[src/rtl/adder_pkg.sv]
// Shared constants and helpers for the pipelined signed adder: op encoding,
// saturation bounds and signed-overflow detection.
package adder_pkg;

  localparam logic OP_ADD = 1'b0;
  localparam logic OP_SUB = 1'b1;

  // Saturation bounds are built at this width and narrowed by the caller.
  localparam int unsigned MAX_W = 64;

  function automatic logic [MAX_W-1:0] sat_max(input int unsigned width);
    return (64'd1 << (width - 1)) - 64'd1;
  endfunction

  function automatic logic [MAX_W-1:0] sat_min(input int unsigned width);
    return 64'd1 << (width - 1);
  endfunction

  // sign_b is the sign of the original (un-inverted) B operand.
  function automatic logic ovf_detect(input logic op, input logic sign_a, input logic sign_b,
                                      input logic sign_r);
    logic same;
    same = (sign_a == sign_b);
    return ((op == OP_ADD) ? same : !same) && (sign_r != sign_a);
  endfunction

endpackage

[src/rtl/pipelined_signed_adder_if.sv]
// Valid/ready operand and result bus for pipelined_signed_adder, plus the
// overflow counter clear and readback.
interface pipelined_signed_adder_if #(
  parameter int unsigned WIDTH = 32,
  parameter int unsigned CNT_W = 16
) ();

  logic             in_valid;
  logic             in_ready;
  logic [WIDTH-1:0] in_0;
  logic [WIDTH-1:0] in_1;
  logic             sub;
  logic             out_valid;
  logic             out_ready;
  logic [WIDTH-1:0] adder_out;
  logic             ovf;
  logic             cnt_clr;
  logic [CNT_W-1:0] ovf_cnt;

  modport master (
    output in_valid, in_0, in_1, sub, out_ready, cnt_clr,
    input  in_ready, out_valid, adder_out, ovf, ovf_cnt
  );

  modport slave (
    input  in_valid, in_0, in_1, sub, out_ready, cnt_clr,
    output in_ready, out_valid, adder_out, ovf, ovf_cnt
  );

endinterface

[src/rtl/pipe_stage.sv]
// One pipeline register: W-bit payload plus valid bit, loaded when i_en is high,
// cleared by asynchronous active-low reset.
module pipe_stage #(
  parameter int unsigned W = 8
) (
  input  logic         clk,
  input  logic         rst_n,
  input  logic         i_en,
  input  logic         i_valid,
  input  logic [W-1:0] i_data,
  output logic         o_valid,
  output logic [W-1:0] o_data
);

  logic         r_valid;
  logic [W-1:0] r_data;

  always_ff @(posedge clk or negedge rst_n) begin
    if (!rst_n) begin
      r_valid <= 1'b0;
      r_data  <= '0;
    end else if (i_en) begin
      r_valid <= i_valid;
      r_data  <= i_data;
    end
  end

  assign o_valid = r_valid;
  assign o_data  = r_data;

endmodule

[src/rtl/pipelined_signed_adder.sv]
// Pipelined signed add/subtract with overflow flag and saturating overflow counter.
// Define ADDER_SAT_EN to clamp overflowing results instead of wrapping.
module pipelined_signed_adder
  import adder_pkg::*;
#(
  parameter int unsigned WIDTH  = 32,
  parameter int unsigned STAGES = 2,
  parameter int unsigned CNT_W  = 16
) (
  input logic                     clk,
  input logic                     rst_n,
  pipelined_signed_adder_if.slave bus
);

  localparam int unsigned HalfW       = WIDTH / 2;
  localparam int unsigned ArithStages = (STAGES == 1) ? 1 : 2;
  localparam int unsigned ResW        = WIDTH + 1;

  logic             w_adv;
  logic [WIDTH-1:0] w_b_eff;
  logic             w_fin_valid;
  logic [WIDTH-1:0] w_fin_raw;
  logic             w_fin_ovf;
  logic [WIDTH-1:0] w_fin_res;
  logic [ResW-1:0]  w_chain_data  [ArithStages:STAGES];
  logic             w_chain_valid [ArithStages:STAGES];
  logic [CNT_W-1:0] r_ovf_cnt;

  // Whole pipeline stalls together whenever a held result is not taken.
  assign w_adv       = !bus.out_valid || bus.out_ready;
  assign bus.in_ready = w_adv;
  assign w_b_eff     = (bus.sub == OP_SUB) ? ~bus.in_1 : bus.in_1;

  if (STAGES == 1) begin : g_single
    assign w_fin_valid = bus.in_valid;
    assign w_fin_raw   = bus.in_0 + w_b_eff + {{(WIDTH-1){1'b0}}, bus.sub};
    assign w_fin_ovf   = ovf_detect(bus.sub, bus.in_0[WIDTH-1], bus.in_1[WIDTH-1],
                                    w_fin_raw[WIDTH-1]);
  end else begin : g_split
    localparam int unsigned S1W = 3 * HalfW + 2;
    logic [HalfW:0]   w_lo_sum;
    logic [S1W-1:0]   w_s1_d;
    logic [S1W-1:0]   w_s1_q;
    logic             w_carry_q;
    logic             w_sub_q;
    logic [HalfW-1:0] w_lo_q;
    logic [HalfW-1:0] w_a_hi_q;
    logic [HalfW-1:0] w_b_hi_q;
    logic [HalfW-1:0] w_hi_sum;

    assign w_lo_sum = {1'b0, bus.in_0[HalfW-1:0]} + {1'b0, w_b_eff[HalfW-1:0]}
                    + {{HalfW{1'b0}}, bus.sub};
    assign w_s1_d   = {w_lo_sum, bus.in_0[WIDTH-1:HalfW], w_b_eff[WIDTH-1:HalfW], bus.sub};

    pipe_stage #(.W(S1W)) u_s1 (
      .clk     (clk),
      .rst_n   (rst_n),
      .i_en    (w_adv),
      .i_valid (bus.in_valid),
      .i_data  (w_s1_d),
      .o_valid (w_fin_valid),
      .o_data  (w_s1_q)
    );

    assign {w_carry_q, w_lo_q, w_a_hi_q, w_b_hi_q, w_sub_q} = w_s1_q;
    assign w_hi_sum  = w_a_hi_q + w_b_hi_q + {{(HalfW-1){1'b0}}, w_carry_q};
    assign w_fin_raw = {w_hi_sum, w_lo_q};
    // Undo the subtract inversion to recover the original sign of B.
    assign w_fin_ovf = ovf_detect(w_sub_q, w_a_hi_q[HalfW-1], w_b_hi_q[HalfW-1] ^ w_sub_q,
                                  w_hi_sum[HalfW-1]);
  end

`ifdef ADDER_SAT_EN
  logic [WIDTH-1:0] w_sat_max;
  logic [WIDTH-1:0] w_sat_min;
  assign w_sat_max = WIDTH'(sat_max(WIDTH));
  assign w_sat_min = WIDTH'(sat_min(WIDTH));
  // On overflow the wrapped sign is the inverse of sign(A).
  assign w_fin_res = !w_fin_ovf ? w_fin_raw : (w_fin_raw[WIDTH-1] ? w_sat_max : w_sat_min);
`else
  assign w_fin_res = w_fin_raw;
`endif

  pipe_stage #(.W(ResW)) u_arith_out (
    .clk     (clk),
    .rst_n   (rst_n),
    .i_en    (w_adv),
    .i_valid (w_fin_valid),
    .i_data  ({w_fin_res, w_fin_ovf}),
    .o_valid (w_chain_valid[ArithStages]),
    .o_data  (w_chain_data[ArithStages])
  );

  for (genvar g = ArithStages + 1; g <= STAGES; g++) begin : g_delay
    pipe_stage #(.W(ResW)) u_dly (
      .clk     (clk),
      .rst_n   (rst_n),
      .i_en    (w_adv),
      .i_valid (w_chain_valid[g-1]),
      .i_data  (w_chain_data[g-1]),
      .o_valid (w_chain_valid[g]),
      .o_data  (w_chain_data[g])
    );
  end

  assign bus.out_valid            = w_chain_valid[STAGES];
  assign {bus.adder_out, bus.ovf} = w_chain_data[STAGES];

  always_ff @(posedge clk or negedge rst_n) begin
    if (!rst_n) begin
      r_ovf_cnt <= '0;
    end else if (bus.cnt_clr) begin
      r_ovf_cnt <= '0;
    end else if (bus.out_valid && bus.out_ready && bus.ovf && (r_ovf_cnt != '1)) begin
      r_ovf_cnt <= r_ovf_cnt + {{(CNT_W-1){1'b0}}, 1'b1};
    end
  end

  assign bus.ovf_cnt = r_ovf_cnt;

endmodule

[src/flat_wrapper.sv]
// flat-port wrapper written by rule: the top's interface ports become plain ports
module pipelined_signed_adder_flat import adder_pkg::*;
#(
  parameter int unsigned WIDTH  = 32,
  parameter int unsigned STAGES = 2,
  parameter int unsigned CNT_W  = 16
)
  (clk, rst_n, bus_in_valid, bus_in_0, bus_in_1, bus_sub, bus_out_ready, bus_cnt_clr, bus_in_ready, bus_out_valid, bus_adder_out, bus_ovf, bus_ovf_cnt);
  pipelined_signed_adder_if #(.WIDTH(WIDTH), .CNT_W(CNT_W)) bus_i ();
  input logic clk;
  input logic rst_n;
  input wire logic [$bits(bus_i.in_valid)-1:0] bus_in_valid;
  input wire logic [$bits(bus_i.in_0)-1:0] bus_in_0;
  input wire logic [$bits(bus_i.in_1)-1:0] bus_in_1;
  input wire logic [$bits(bus_i.sub)-1:0] bus_sub;
  input wire logic [$bits(bus_i.out_ready)-1:0] bus_out_ready;
  input wire logic [$bits(bus_i.cnt_clr)-1:0] bus_cnt_clr;
  output wire logic [$bits(bus_i.in_ready)-1:0] bus_in_ready;
  output wire logic [$bits(bus_i.out_valid)-1:0] bus_out_valid;
  output wire logic [$bits(bus_i.adder_out)-1:0] bus_adder_out;
  output wire logic [$bits(bus_i.ovf)-1:0] bus_ovf;
  output wire logic [$bits(bus_i.ovf_cnt)-1:0] bus_ovf_cnt;
  assign bus_i.in_valid = bus_in_valid;
  assign bus_i.in_0 = bus_in_0;
  assign bus_i.in_1 = bus_in_1;
  assign bus_i.sub = bus_sub;
  assign bus_i.out_ready = bus_out_ready;
  assign bus_i.cnt_clr = bus_cnt_clr;
  assign bus_in_ready = bus_i.in_ready;
  assign bus_out_valid = bus_i.out_valid;
  assign bus_adder_out = bus_i.adder_out;
  assign bus_ovf = bus_i.ovf;
  assign bus_ovf_cnt = bus_i.ovf_cnt;
  pipelined_signed_adder #(.WIDTH(WIDTH), .STAGES(STAGES), .CNT_W(CNT_W)) u_core (.clk(clk), .rst_n(rst_n), .bus(bus_i));
endmodule
[config.mk]
export PLATFORM = sky130hd
export DESIGN_NAME = pipelined_signed_adder_flat
export DESIGN_NICKNAME = d
export VERILOG_FILES = /design/src/rtl/adder_pkg.sv /design/src/rtl/pipelined_signed_adder_if.sv /design/src/rtl/pipe_stage.sv /design/src/rtl/pipelined_signed_adder.sv /design/src/flat_wrapper.sv
export SDC_FILE = /design/constraint.sdc
export NUM_CORES = 1
export LEC_CHECK = 0
export ABC_AREA = 1
export CAP_MARGIN = 5
export CELL_PAD_IN_SITES_DETAIL_PLACEMENT = 0
export CELL_PAD_IN_SITES_GLOBAL_PLACEMENT = 2
export CORE_UTILIZATION = 27
export CTS_CLUSTER_SIZE = 25
export DETAILED_ROUTE_END_ITERATION = 10
export GPL_ROUTABILITY_DRIVEN = 1
export PLACE_DENSITY = 0.83
export RECOVER_POWER = 100
export SETUP_SLACK_MARGIN = 0.1
export SYNTH_ARGS = -nofsm -noshare
export SYNTH_HDL_FRONTEND = slang
export SYNTH_SLANG_ARGS = --single-unit
[constraint.sdc]
create_clock -name clk -period 1.9 [get_ports clk]
set_input_delay 0.38 -clock clk [delete_from_list [all_inputs] [get_ports clk]]
set_output_delay 0.38 -clock clk [all_outputs]
set_load 0.05 [all_outputs]
==> results of run 1 <==
cells in the mapped netlist (15+ instances only):
cell type,number,area share
sky130_fd_sc_hd__nand3_1,46,0.038
sky130_fd_sc_hd__o21ai_0,51,0.043
sky130_fd_sc_hd__clkbuf_1,15,0.0094
sky130_fd_sc_hd__dfrtp_1,100,0.42
sky130_fd_sc_hd__xor2_1,20,0.029
sky130_fd_sc_hd__nor2_1,34,0.021
sky130_fd_sc_hd__nand4_1,16,0.017
sky130_fd_sc_hd__a21oi_1,30,0.025
sky130_fd_sc_hd__inv_1,60,0.038
sky130_fd_sc_hd__nand2_1,308,0.19
sky130_fd_sc_hd__ha_1,30,0.063
sky130_fd_sc_hd__xnor2_1,27,0.039
kinds of logic (layout without fill, tap and decap cells):
kind of cell / Yosys count / after routing / share of synthesized area
xor+xnor: 47 / 47 / 0.06870
flops: 100 / 100 / 0.4176
simple gates: 431 / 431 / 0.2978
fa+ha+maj: 33 / 33 / 0.07267
buf+inv: 87 / 285 / 0.05721
compound gates: 96 / 96 / 0.08603
sequential cells by signal, indices dropped and copies added, names as in the netlist:
name / count
u_core.u_arith_out.o_valid: 1
u_core.u_arith_out.o_data: 33
u_core.g_split.u_s1.o_valid: 1
u_core.bus.ovf_cnt: 16
u_core.g_split.u_s1.o_data: 49
metal layers:
layer / vias up / track usage / routed length [um]
li1: 2931 / - / -
met1: 2623 / 0.2319 / 8963
met2: 99 / 0.2514 / 7973
met3: 12 / 0.02229 / 640
met4: 0 / 0.04950 / 226
met5: - / 0 / 0
cell type report:
cell class,count,area [sq um]
Inverter,63,236.5
Timing Repair Buffer,206,1677
Tap cell,280,350.3
Multi-Input combinational cell,607,3654
Fill cell,2305,13110
Clock buffer,11,232.7
Sequential cell,100,2505
Clock inverter,5,60.06
where the power goes:
group	internal, mW	total, mW	leakage [nW]	switching, mW
clock	1.03	1.91	0.141	0.873
combinational	1.42	4.04	2.76	2.62
sequential	2.62	2.94	1.22	0.323
repair_timing:
item                                    CTS  global route
gates cloned                              0             1
setup buffers                             7            16
hold buffers                              1             0
gates resized for setup                  54            87
pin swaps                                29            46
endpoints found under the hold margin    13             0
endpoints found under the setup margin   37            32
per-stage QoR:
stage | std cells | power [mW] | util | setup TNS (ns)
5_1_grt | 1272 | 9.509 | 0.3993 | -0.5796
3_3_place_gp | 1231 | 6.824 | 0.3620 | -6.454
2_1_floorplan | 794 | 5.375 | - | -0.07090
4_1_cts | 1255 | 8.942 | 0.3842 | -0.06455
3_5_place_dp | 1231 | 6.847 | 0.3620 | -7.790
6_report | 1272 | 8.884 | 0.3993 | 0
how the worst min path moves through the flow:
stage | start | endpoint | cells past startpoint
2_1_floorplan | rst_n | u_core.bus.ovf_cnt[0] | 0
3_3_place_gp | rst_n | u_core.g_split.u_s1.o_data[12] | 1
3_5_place_dp | rst_n | u_core.g_split.u_s1.o_data[12] | 1
4_1_cts | rst_n | u_core.g_split.u_s1.o_data[12] | 2
5_1_grt | u_core.g_split.u_s1.o_valid | u_core.u_arith_out.o_valid | 2
6_report | u_core.g_split.u_s1.o_valid | u_core.u_arith_out.o_valid | 2
critical path: stages (launching register included):
cell and delay (ns):
sky130_fd_sc_hd__dfrtp_1 0.40, sky130_fd_sc_hd__fa_2 0.42, sky130_fd_sc_hd__inv_2 0.08, sky130_fd_sc_hd__fa_2 0.21
sky130_fd_sc_hd__o21ai_2 0.07, sky130_fd_sc_hd__buf_6 0.13, sky130_fd_sc_hd__nand2_4 0.05, sky130_fd_sc_hd__nand2_4 0.07
sky130_fd_sc_hd__buf_4 0.16, sky130_fd_sc_hd__xnor2_2 0.12, sky130_fd_sc_hd__o21ai_1 0.11
placed cells by master (no fill, tap or decap), types with 24 or more instances in the layout:
cell                              count
sky130_fd_sc_hd__clkbuf_1            46
sky130_fd_sc_hd__nand2_2             29
sky130_fd_sc_hd__nor2_1              28
sky130_fd_sc_hd__nand2_1            274
sky130_fd_sc_hd__clkdlybuf4s50_1     54
sky130_fd_sc_hd__xnor2_1             24
sky130_fd_sc_hd__inv_1               53
sky130_fd_sc_hd__buf_4               79
sky130_fd_sc_hd__dfrtp_1             98
sky130_fd_sc_hd__nand3_1             43
sky130_fd_sc_hd__o21ai_0             41
==> results.txt, run 1 <==
The final antenna-violating net count is 0. The ratio of final minimum period to clock period is 0.9999. By startpoint and endpoint, the worst setup path is classified as reg -> reg.

The clock tree synthesis step divided the H-tree into 3 levels. In this run the worst hold path is classified as reg -> reg. The number of endpoints failing setup at the final stage is 0. The routed length per placed instance came out at 14.00 um. The number of nets in the layout came out at 1,090. The routed design could run at a clock period as short as 1.900 ns.

After routing the design area is 8715 sq um. IR analysis of the VDD net gives a maximum drop of 0.0005565 V. The die area came out at 22,790 sq um. The run finished with clean final reports. The async set-or-reset flop fraction in the synthesized netlist is 1.000. Synthesis produced a netlist whose cell count is 794. The core area came out at 21,820 sq um. The max-slew headroom at the worst pin is 0.3945. The leakage power total is 4.126 nW. Wires add up to 17.80 mm.

The flop and latch count out of synthesis is 100. The post-placement setup slack is -0.4705 ns. The number of primary I/O pins is 121. STA puts the critical path data arrival time at 2.18 ns. In this run the deepest clock path goes through 2 buffers. The type of origin of the critical path is a flop. The final hold violation count came out at 0.

The startpoint identified for the worst register-to-register timing path is u_core.g_split.u_s1.o_data[17]. In this run, synthesis inferred 0 flip-flops with an integrated enable. The net count of the mapped netlist came out at 897. For flop-to-flop paths, the worst setup slack is 0.0001 ns. The detailed-router iteration count before antenna repair is 4. The largest fanout on the critical path is 4. After detailed routing, the number of vias per cell comes to 4.454. The endpoint identified for the worst register-to-register timing path is u_core.u_arith_out.o_data[23]. The synthesized area per cell is 7.547 sq um.

The maximum number of pins on one net before global-route repair came out at 54. Among all flip-flop cells after synthesis, the most frequent one is sky130_fd_sc_hd__dfrtp_1. The fraction of the yosys area taken by sequential cells is 0.4176. The worst register-to-register path has a depth of 10. The origin of the worst setup path is u_core.g_split.u_s1.o_data[17]. Input and output buffers added on the ports amount to 120. The CTS sink count came out at 100. Yosys printed 0 warnings.

The clock-pin transition on the worst setup and hold timing paths is 0.07 ns. The first global-routing pass estimated 28.59 mm of wire. The transition time at the pin with the least slew margin came out at 0.9083 ns. STA classifies the critical path endpoint as a flop.

Setup repair after global routing could not meet its margin everywhere. Compared with the post-synthesis result, the final layout area differs by 45.44%. The power density over the cells came out at 1019 nW/um^2. The number of slew-limit violations in the final report came out at 0.

The critical path ends at u_core.u_arith_out.o_data[23]. The via count of the first global-routing pass came to 5,725. The post-route worst hold slack is 0.4456 ns. Derived from the worst setup path, the maximum achievable clock frequency is 526.4 MHz. The horizontal extent of the die came out at 151.0 um. The total number of vias came out at 5,665.

The synthesized netlist occupies a cell area of 5992 sq um. The half-perimeter wire length of the detailed placement result came out at 12.85 mm. The number of rows created at floorplan is 54.

The maximum clock skew at final layout came out at 0.007223 ns. Global routing finished with a remaining overflow of 0. In this run, the number of DRC markers left after iteration 0 of detailed routing was 236. Across every metal layer, demand over resource in global routing totals 0.1620. Routability-driven placement finished with a final weighted congestion of 0.8232.

The instance area at placement is 7900 sq um. Synthesis instantiated 31 different standard cells from the library. The required time of the worst setup path came out at 2.18 ns. The initial utilization of the core area, before any placement, comes to 0.2746. The setup slack after layout is 0.0001246 ns. The number of max-cap violations came out at 0. The share of layout cells above drive strength 1 came out at 0.2298. The root cell of the clock tree is sky130_fd_sc_hd__clkbuf_16. The initial antenna violation count is 0. The floorplan step set the die height to 151.0 um. TritonCTS created 9 clock buffers. The latest clock arrival within the worst-skew pair is 0.35 ns. TritonCTS built the clock tree.

The diode insertion count for antenna repair is 0. The final routed DRC violation total is 0.
No activity file was read; power rests on OpenSTA's default activity.
==> inputs of run 2 (changes only) <==
CAP_MARGIN = default   (was 5)
HOLD_SLACK_MARGIN = 0.15   (was default)
==> results of run 2 <==
Same layout as run 1: the final DEF is identical, and so are final timing and power.
